===== src/rtl/udp_rx_payload_assembler.sv =====
// Packs a UDP payload byte burst MSB-first into one wide word and hands it to the user through
// valid/ready; bursts arriving while a word is pending are dropped. Optional: UDP_RX_LEN_CHECK_EN.
module udp_rx_payload_assembler #(
   parameter int DATA_W = 960,
   parameter int LEN_W  = 16
) (
   input  logic              rgmii_clk,
   input  logic              rstn,
   input  logic              udp_rec_data_valid,
   input  logic [7:0]        udp_rec_rdata,
   input  logic [LEN_W-1:0]  udp_rec_data_length,
   output logic              rx_payload_valid,
   input  logic              rx_payload_ready,
   output logic [DATA_W-1:0] rx_payload,
   output logic [LEN_W-1:0]  rx_payload_length,
   output logic              rx_payload_trunc,
   output logic              rx_len_err,
   output logic [LEN_W-1:0]  rx_drop_cnt
);
   localparam int               MAXB   = DATA_W / 8;
   localparam logic [LEN_W-1:0] MAXB_L = LEN_W'(MAXB);
   localparam logic [LEN_W-1:0] ONES   = {LEN_W{1'b1}};
   localparam logic [LEN_W-1:0] ONE    = {{(LEN_W-1){1'b0}}, 1'b1};

   typedef enum logic [1:0] {
      IDLE    = 2'd0,
      COLLECT = 2'd1,
      HOLD    = 2'd2,
      DROP    = 2'd3
   } state_t;

   function automatic logic [LEN_W-1:0] sat_inc(input logic [LEN_W-1:0] val);
      logic [LEN_W-1:0] res;
      if (val == ONES) begin
         res = val;
      end else begin
         res = val + ONE;
      end
      return res;
   endfunction

   state_t             state_r, state_s;
   logic [LEN_W-1:0]   cnt_r, cnt_s;
   logic [DATA_W-1:0]  buf_r, buf_s;
   logic               acc_trunc_r, acc_trunc_s;
   logic [LEN_W-1:0]   len_r, len_s;
   logic               trunc_r, trunc_s;
   logic               pv_r, pv_s;
   logic [LEN_W-1:0]   drop_r, drop_s;
   logic               start_s;
   logic               close_s;
   logic [DATA_W-1:0]  first_word_s;
   logic [DATA_W-1:0]  slot_word_s;

   // Byte placed at the MSB slot, then shifted down to slot cnt (bit offset (MAXB-1-cnt)*8).
   assign first_word_s = {udp_rec_rdata, {(DATA_W-8){1'b0}}};
   assign slot_word_s  = first_word_s >> {cnt_r, 3'b000};

   // State register; reset lands in DROP so a burst already in flight is rejected.
   always_ff @(posedge rgmii_clk or negedge rstn) begin
      if (!rstn) begin
         state_r <= DROP;
      end else begin
         state_r <= state_s;
      end
   end

   // Next-state and datapath next values.
   always_comb begin
      state_s     = state_r;
      cnt_s       = cnt_r;
      buf_s       = buf_r;
      acc_trunc_s = acc_trunc_r;
      len_s       = len_r;
      trunc_s     = trunc_r;
      pv_s        = pv_r;
      drop_s      = drop_r;
      start_s     = 1'b0;
      close_s     = 1'b0;
      case (state_r)
         IDLE: begin
            if (udp_rec_data_valid) begin
               start_s     = 1'b1;
               state_s     = COLLECT;
               buf_s       = first_word_s;
               cnt_s       = ONE;
               acc_trunc_s = 1'b0;
            end else begin
               state_s = IDLE;
            end
         end
         COLLECT: begin
            if (udp_rec_data_valid) begin
               if (cnt_r < MAXB_L) begin
                  buf_s = buf_r | slot_word_s;
                  cnt_s = cnt_r + ONE;
               end else begin
                  acc_trunc_s = 1'b1;
               end
            end else begin
               close_s = 1'b1;
               state_s = HOLD;
               pv_s    = 1'b1;
               len_s   = cnt_r;
               trunc_s = acc_trunc_r;
            end
         end
         HOLD: begin
            if (rx_payload_ready) begin
               // The accepting cycle may also carry the first byte of the next datagram.
               if (udp_rec_data_valid) begin
                  start_s     = 1'b1;
                  state_s     = COLLECT;
                  buf_s       = first_word_s;
                  cnt_s       = ONE;
                  acc_trunc_s = 1'b0;
                  pv_s        = 1'b0;
               end else begin
                  pv_s    = 1'b0;
                  state_s = IDLE;
               end
            end else if (udp_rec_data_valid) begin
               drop_s  = sat_inc(drop_r);
               state_s = DROP;
            end else begin
               state_s = HOLD;
            end
         end
         DROP: begin
            if (rx_payload_ready) begin
               pv_s = 1'b0;
            end else begin
               pv_s = pv_r;
            end
            if (udp_rec_data_valid) begin
               state_s = DROP;
            end else if (pv_s) begin
               state_s = HOLD;
            end else begin
               state_s = IDLE;
            end
         end
         default: begin
            state_s = DROP;
         end
      endcase
   end

   // Datapath and output registers.
   always_ff @(posedge rgmii_clk or negedge rstn) begin
      if (!rstn) begin
         cnt_r       <= {LEN_W{1'b0}};
         buf_r       <= {DATA_W{1'b0}};
         acc_trunc_r <= 1'b0;
         len_r       <= {LEN_W{1'b0}};
         trunc_r     <= 1'b0;
         pv_r        <= 1'b0;
         drop_r      <= {LEN_W{1'b0}};
      end else begin
         cnt_r       <= cnt_s;
         buf_r       <= buf_s;
         acc_trunc_r <= acc_trunc_s;
         len_r       <= len_s;
         trunc_r     <= trunc_s;
         pv_r        <= pv_s;
         drop_r      <= drop_s;
      end
   end

   assign rx_payload_valid  = pv_r;
   assign rx_payload        = buf_r;
   assign rx_payload_length = len_r;
   assign rx_payload_trunc  = trunc_r;
   assign rx_drop_cnt       = drop_r;

`ifdef UDP_RX_LEN_CHECK_EN
   logic [LEN_W-1:0] cnt_raw_r, cnt_raw_s;
   logic [LEN_W-1:0] exp_len_r, exp_len_s;
   logic             len_err_r, len_err_s;

   // Raw burst count and advertised length are latched at start, compared at close.
   always_comb begin
      cnt_raw_s = cnt_raw_r;
      exp_len_s = exp_len_r;
      len_err_s = len_err_r;
      if (start_s) begin
         cnt_raw_s = ONE;
         exp_len_s = udp_rec_data_length;
      end else if ((state_r == COLLECT) && udp_rec_data_valid) begin
         cnt_raw_s = sat_inc(cnt_raw_r);
      end else begin
         cnt_raw_s = cnt_raw_r;
      end
      if (close_s) begin
         len_err_s = (cnt_raw_r != exp_len_r);
      end else begin
         len_err_s = len_err_r;
      end
   end

   // Length-check registers.
   always_ff @(posedge rgmii_clk or negedge rstn) begin
      if (!rstn) begin
         cnt_raw_r <= {LEN_W{1'b0}};
         exp_len_r <= {LEN_W{1'b0}};
         len_err_r <= 1'b0;
      end else begin
         cnt_raw_r <= cnt_raw_s;
         exp_len_r <= exp_len_s;
         len_err_r <= len_err_s;
      end
   end

   assign rx_len_err = len_err_r;
`else
   logic unused_len_s;
   assign unused_len_s = ^{udp_rec_data_length, start_s, close_s};
   assign rx_len_err   = 1'b0;
`endif

endmodule

===== config.mk =====
export PLATFORM = sky130hd
export DESIGN_NAME = udp_rx_payload_assembler
export DESIGN_NICKNAME = d
export VERILOG_FILES = /design/src/rtl/udp_rx_payload_assembler.sv
export SDC_FILE = /design/constraint.sdc
export NUM_CORES = 2
export LEC_CHECK = 0
export BUFFER_PORTS_ARGS = -buffer_cell sky130_fd_sc_hd__buf_2
export CAP_MARGIN = 40
export CORE_AREA = 2 2 396 398
export DETAILED_ROUTE_END_ITERATION = 8
export DIE_AREA = 0 0 398 400
export PLACE_DENSITY = 0.46
export SLEW_MARGIN = 10
export SYNTH_ARGS = -nofsm -noshare
export SYNTH_HDL_FRONTEND = slang
export SYNTH_SLANG_ARGS = --single-unit

===== constraint.sdc =====
create_clock -name rgmii_clk -period 2.4 [get_ports rgmii_clk]
set_input_delay 0 -clock rgmii_clk [delete_from_list [all_inputs] [get_ports rgmii_clk]]
set_output_delay 0 -clock rgmii_clk [all_outputs]
set_load 0.1 [all_outputs]

# After elaboration in Yosys (flattened, before gate mapping)

Cells that the tools add are included.
Widths: inputs -> output; s select.

Flip-flop bits (word level): 1,013
Bits in latches: 0
RAM bits: 0
ROM bits: 0
Bits of input ports: 28
Output and inout bits: 995
Logic and storage cells: 59
Memories: 0

Add/sub/neg operators: 2
Multiply operators: 0
Div/mod/pow operators: 0
Magnitude comparators: 1
Equal/unequal tests: 9
Shifts and indexed selects: 1
Multiplexer cells: 26
Bitwise logic cells: 4
Reduce and logical (&&, ||, !) cells: 8

Operators with widths:

| operator              | count |
|---|---|
| $mux 960              | 4 |
| $pmux 960 s3          | 1 |
| $or 960x960->960      | 1 |
| $shr 960x19->960      | 1 |
| $mux 16               | 4 |
| $pmux 16 s3           | 1 |
| $add 16x1->16 const B | 2 |
| $eq 16x16->1 const B  | 1 |
| $lt 16x7->1 const B   | 1 |
| $reduce_and 4->1      | 3 |
| $ne 2x2->1 const B    | 5 |
| $mux 1                | 9 |
| $mux 2                | 4 |
| $pmux 2 s4            | 1 |
| $pmux 1 s3            | 2 |
| $reduce_bool 3->1     | 2 |
| $eq 2x2->1 const B    | 2 |
| $reduce_and 2->1      | 2 |
| $not 1->1             | 3 |
| $eq 2x1->1 const B    | 1 |
| $logic_not 2->1       | 1 |

# Depth between registers and ports, before layout

Depth after elaboration: 5
Depth in mapped cells: 9
Mapped depth without buffers: 5

# Worst setup path before layout

OpenSTA, ideal clock, no wires.

Path type: reg2reg
From: register cnt_r[9]
To: register buf_r[195], in the netlist rx_payload[195]
Data arrival time: 2.364 ns
Required time: 2.308 ns
Setup slack: -0.056 ns
Stages on the path, launching flop included: 7
Buffers on the path: 2
Cell sequence: dfrtp_1 -> or4_1 -> clkbuf_1 -> a2111o_1 -> or4_1 -> buf_2 -> o31ai_2

Cells in the longest elaborated chain, start to end: 5

RTL lines:

| element                | line | RTL |
|---|---|---|
| from (decl)            | 43   | `logic [LEN_W-1:0] cnt_r, cnt_s;` |
| from (signal assigned) | 152  | `cnt_r <= {LEN_W{1'b0}};` |
| from (signal assigned) | 160  | `cnt_r <= cnt_s;` |
| $shr 960x19->960       | 57   | `assign slot_word_s = first_word_s >> {cnt_r, 3'b000};` |
| $or 960x960->960       | 95   | `buf_s = buf_r \| slot_word_s;` |
| $mux 960               | 94   | `if (cnt_r < MAXB_L) begin` |
| $mux 960               | 93   | `if (udp_rec_data_valid) begin` |
| $pmux 960 s3           | 80   | `case (state_r)` |
| to (signal assigned)   | 153  | `buf_r <= {DATA_W{1'b0}};` |
| to (signal assigned)   | 161  | `buf_r <= buf_s;` |
| to (decl)              | 44   | `logic [DATA_W-1:0] buf_r, buf_s;` |

Several ways; a longest one is shown, not always the timed one. The select of a mux whose other input is x is not followed.
A chain may end at the register's enable or synchronous reset.

# Final worst setup path

From: register cnt_r[9]
To: register buf_r[667], in the netlist rx_payload[667]

The elaborated chain is that of the path after synthesis.

==> impl_metrics.csv <==
group,metric,value,unit
run_status,status,"finished, violations left",
run_status,violations,"negative setup slack",
worst_setup_path,r2r_end,"rx_payload[667]",
synthesis,synth_compound_area_frac,0.188,
synthesis,synth_common_cells,"dfrtp_1 (1,011), nand2_1 (583), o21ai_0 (398)",
global_route,grt_pass1_wl,258000,microns
cts,cts_tree,"yes",
global_route,grt_usage,0.225,
min_path,hp-class,"in -> reg",
timing,drv_slew,0,
detailed_routing,via_per_inst,4.93,
detailed_routing,drt_wl_total,189000,microns
min_path,worstHoldStart,"udp_rec_data_valid",
cts,clk_pin_slew,60,ps
synthesis,syn_inst,3391,
synthesis,synth_nets,3421,
timing,timing.final.ws_setup,-6.81,ps
placed_design,port_buffers,1005,
worst_setup_path,worstPathCellList,"or4_4 > buf_6 > a2111oi_4 > buf_4 > clkbuf_16 > a21o_4 > buf_12 > clkbuf_16 > a22o_1",
detailed_routing,met2_wirelength,92000,microns
finish,seq_area,25400,sq um
finish,finalCoreUtilization,0.350,
placed_design,gp_congestion,0.833,
global_route,grt-ovfl-total,0,
worst_setup_path,r2r_start,"cnt_r[9]",
synthesis,synth_top_family_by_area,"compound AO/OA/AOI/OAI gates",
synthesis,yosysTopAreaCellShare,0.654,
worst_setup_path,critical_path.most_common_cell,"clkbuf_16",
worst_setup_path,max_stage_delay,550,ps
synthesis,synth-simple-area-share,0.114,
synthesis,muxShareOfSynthArea,0.00524,
synthesis,ys.flop_type,"dfrtp_1",
timing,fin_crit_sh,1.00,
min_path,hold_path_end,"state_r[0]",
cts,clkLatencyLatePin,760,ps
timing,tightestPinTransition,775,ps
finish,stdcell_area,54300,sq um
detailed_routing,routedWlPerCell,27.9,microns
cts,cts_max_level,3,
worst_setup_path,rrSetupSlack,-7,ps
synthesis,synth_cell_types,62,
job,max_cap_violations,0,
cts,clk_path_buf_depth,3,
cts,root_buffer,"clkbuf_16",
detailed_routing,drc,0,
timing,fin_skew,52.5,ps
detailed_routing,route.layer.met1.wl,77600,microns
synthesis,synthArstFlopShare,1.00,
global_route,grt_pass1_vias,32800,
timing,finalHoldViolations,0,
die,dieHeight,400,microns
worst_setup_path,r2r_cells,9,
cts,numCtsBuffers,113,
die,die_w,398,microns
timing,setup_violations,7,
detailed_routing,wl_met3,13700,microns
detailed_routing,vias,33400,
worst_setup_path,crit_start,"cnt_r[9]",
synthesis,synth.ff_latch_count,1013,
synthesis,synth_xor_area_frac,0.00363,
die,rows,145,
die,start_util,0.249,
synthesis,yosysMostFrequentCell,"dfrtp_1",
timing,clock.fmax,0.415,GHz
worst_setup_path,arrival,3080,ps
synthesis,synth_area_leader_cell,"dfrtp_1",
worst_setup_path,end_kind,"flip-flop",
synthesis,syn-cell-area,38700,sq um
synthesis,ys_warn_count,0,
synthesis,synth_edf_count,0,
die,ios,1023,
worst_setup_path,cp.required,3070,ps
finish,fill_cells,15800,
timing,max_slew_margin,0.483,
finish,finish.net_count,4642,
die,die_area,159000,sq um
pwr,p_leak,0.0278,uW
min_path,hold_depth,2,
global_route,grt_max_degree,93,
detailed_routing,first_pass_iters,5,
die,core,155000,sq um
timing,fin_crit,2410,ps
detailed_routing,dr.max_layer_used,"met4",
synthesis,yosys-top-cells-area,"dfrtp_1 (65%), a22o_1 (8.6%), nand2_1 (5.7%)",
worst_setup_path,slowest_stage,"or4_4",
global_route,antenna_found_initial,2,
detailed_routing,drt_iter0_drc,2204,
finish,areaGrowthSynthToFinish,40.6,%
cts,cts_sinks,1013,
detailed_routing,drtAntennaViolNets,0,
worst_setup_path,crit_type,"reg -> reg",
synthesis,synth-adder-area-share,0.000647,
worst_setup_path,crit_fanout,13,
placed_design,post_dp_cell_area,49200,sq um
pwr,pwr_density_cell,807,nW/um^2
pwr,ir_drop,670,uV
placed_design,hpwl,135000,microns
placed_design,pre_cts_slack,-389,ps
synthesis,ys_seq_area_frac,0.656,
timing,rsz0062_at_grt,"true",
finish,drive_gt1_frac,0.363,
worst_setup_path,crit_path_start_kind,"flip-flop",
finish,multiInputGateArea,12700,sq um
synthesis,synth.avg_cell_area,11.4,sq um
[layer usage]
metal  GRT usage  vias to the layer above
li1            -                    14600
met2       0.376                     1225
met1       0.285                    17300
met4      0.0725                        0
met3      0.0553                      218
met5           0                        -
[worst max-delay path by stage]
stage | endpoint | slack (ps)
global route | rx_payload[798] | -130
global placement | rx_payload[677] | -360
CTS | rx_payload[199] | -80
detailed placement | rx_payload[165] | -390
finish | rx_payload[667] | -7
floorplan | rx_drop_cnt[1] | 3
[state kept, by name, summed over array words and instances, names as in the netlist]
signal / count
rx_payload: 960
rx_payload_trunc: 1
acc_trunc_r: 1
rx_payload_valid: 1
cnt_r: 16
rx_drop_cnt: 16
state_r: 2
rx_payload_length: 16
[worst max-delay path, delay by kind of cell, from the launching register on]
| family | cells | cell delay [ps] |
|---|---|---|
| simple gates | 1 | 550 |
| buf+inv | 5 | 950 |
| compound gates | 3 | 460 |
| flops | 1 | 380 |
[logic make-up (layout without fill, tap and decap cells)]
| logic type | Yosys count | in the layout |
|---|---|---|
| AND/OR/NAND/NOR | 998 | 998 |
| AO/OA/AOI/OAI | 1030 | 1030 |
| adder cells (fa/ha/maj) | 2 | 2 |
| XOR/XNOR | 16 | 16 |
| buffers and inverters | 313 | 1627 |
| other | 1 | 6 |
| flip-flops | 1013 | 1013 |
| multiplexers | 18 | 18 |
[metrics by stage]
step                      std cells  power (uW)  hold slack, ps  setup TNS (ps)
after floorplan                3391       22000            -296               0
after global placement         6511       25400            45.1          -22740
after global routing           6764       45300            26.2          -40940
after detailed placement       6512       25500            42.6          -26470
final                          6768       43800            82.8           -26.6
after CTS                      6736       44100            2.17           -2020
[repair_timing]
| item | 4_1_cts | 5_1_grt |
|---|---|---|
| hold endpoints to repair | 868 | 0 |
| cloned | 1 | 22 |
| gates resized for setup | 50 | 180 |
| setup endpoints to repair | 289 | 567 |
| buffers inserted | 4 | 5 |
| hold buffers | 12 | 0 |
| pin swaps | 10 | 4 |
[power by group]
part	internal (uW)	total, uW	switching, uW
clock	10800	18500	7620
combinational	1730	7730	6000
sequential	17400	17700	244
total	30000	43800	13900
[layout make-up]
type,instances,area share
Multi-Input combinational cell,2065,0.233
Sequential cell,1013,0.467
Clock inverter,47,0.0122
Timing Repair Buffer,1399,0.179
Antenna cell,5,0.000230
Clock buffer,161,0.0604
Tap cell,2058,0.0474
Inverter,20,0.00138
[placed cells by master, fill, tap and decap left out, types with 17 or more instances in the layout]
cell | synthesis | layout
nand2_1 | 583 | 577
o31ai_1 | 75 | 75
o21ai_1 | 16 | 116
buf_4 | 5 | 242
clkbuf_8 | 0 | 23
a31oi_1 | 32 | 32
a32o_1 | 37 | 37
clkinv_2 | 0 | 18
nor3_1 | 88 | 84
clkbuf_1 | 221 | 23
nand3_1 | 99 | 96
a21oi_1 | 36 | 24
buf_6 | 0 | 19
mux2_2 | 18 | 18
inv_1 | 20 | 20
a22o_1 | 380 | 380
nor2_1 | 97 | 92
and2_1 | 18 | 21
o21ai_2 | 0 | 17
buf_12 | 0 | 97
dfrtp_1 | 1011 | 1009
buf_2 | 57 | 1004
o21ai_0 | 398 | 279
nand4_1 | 28 | 28
clkbuf_16 | 0 | 130
No activity file was read; power rests on OpenSTA's default activity.
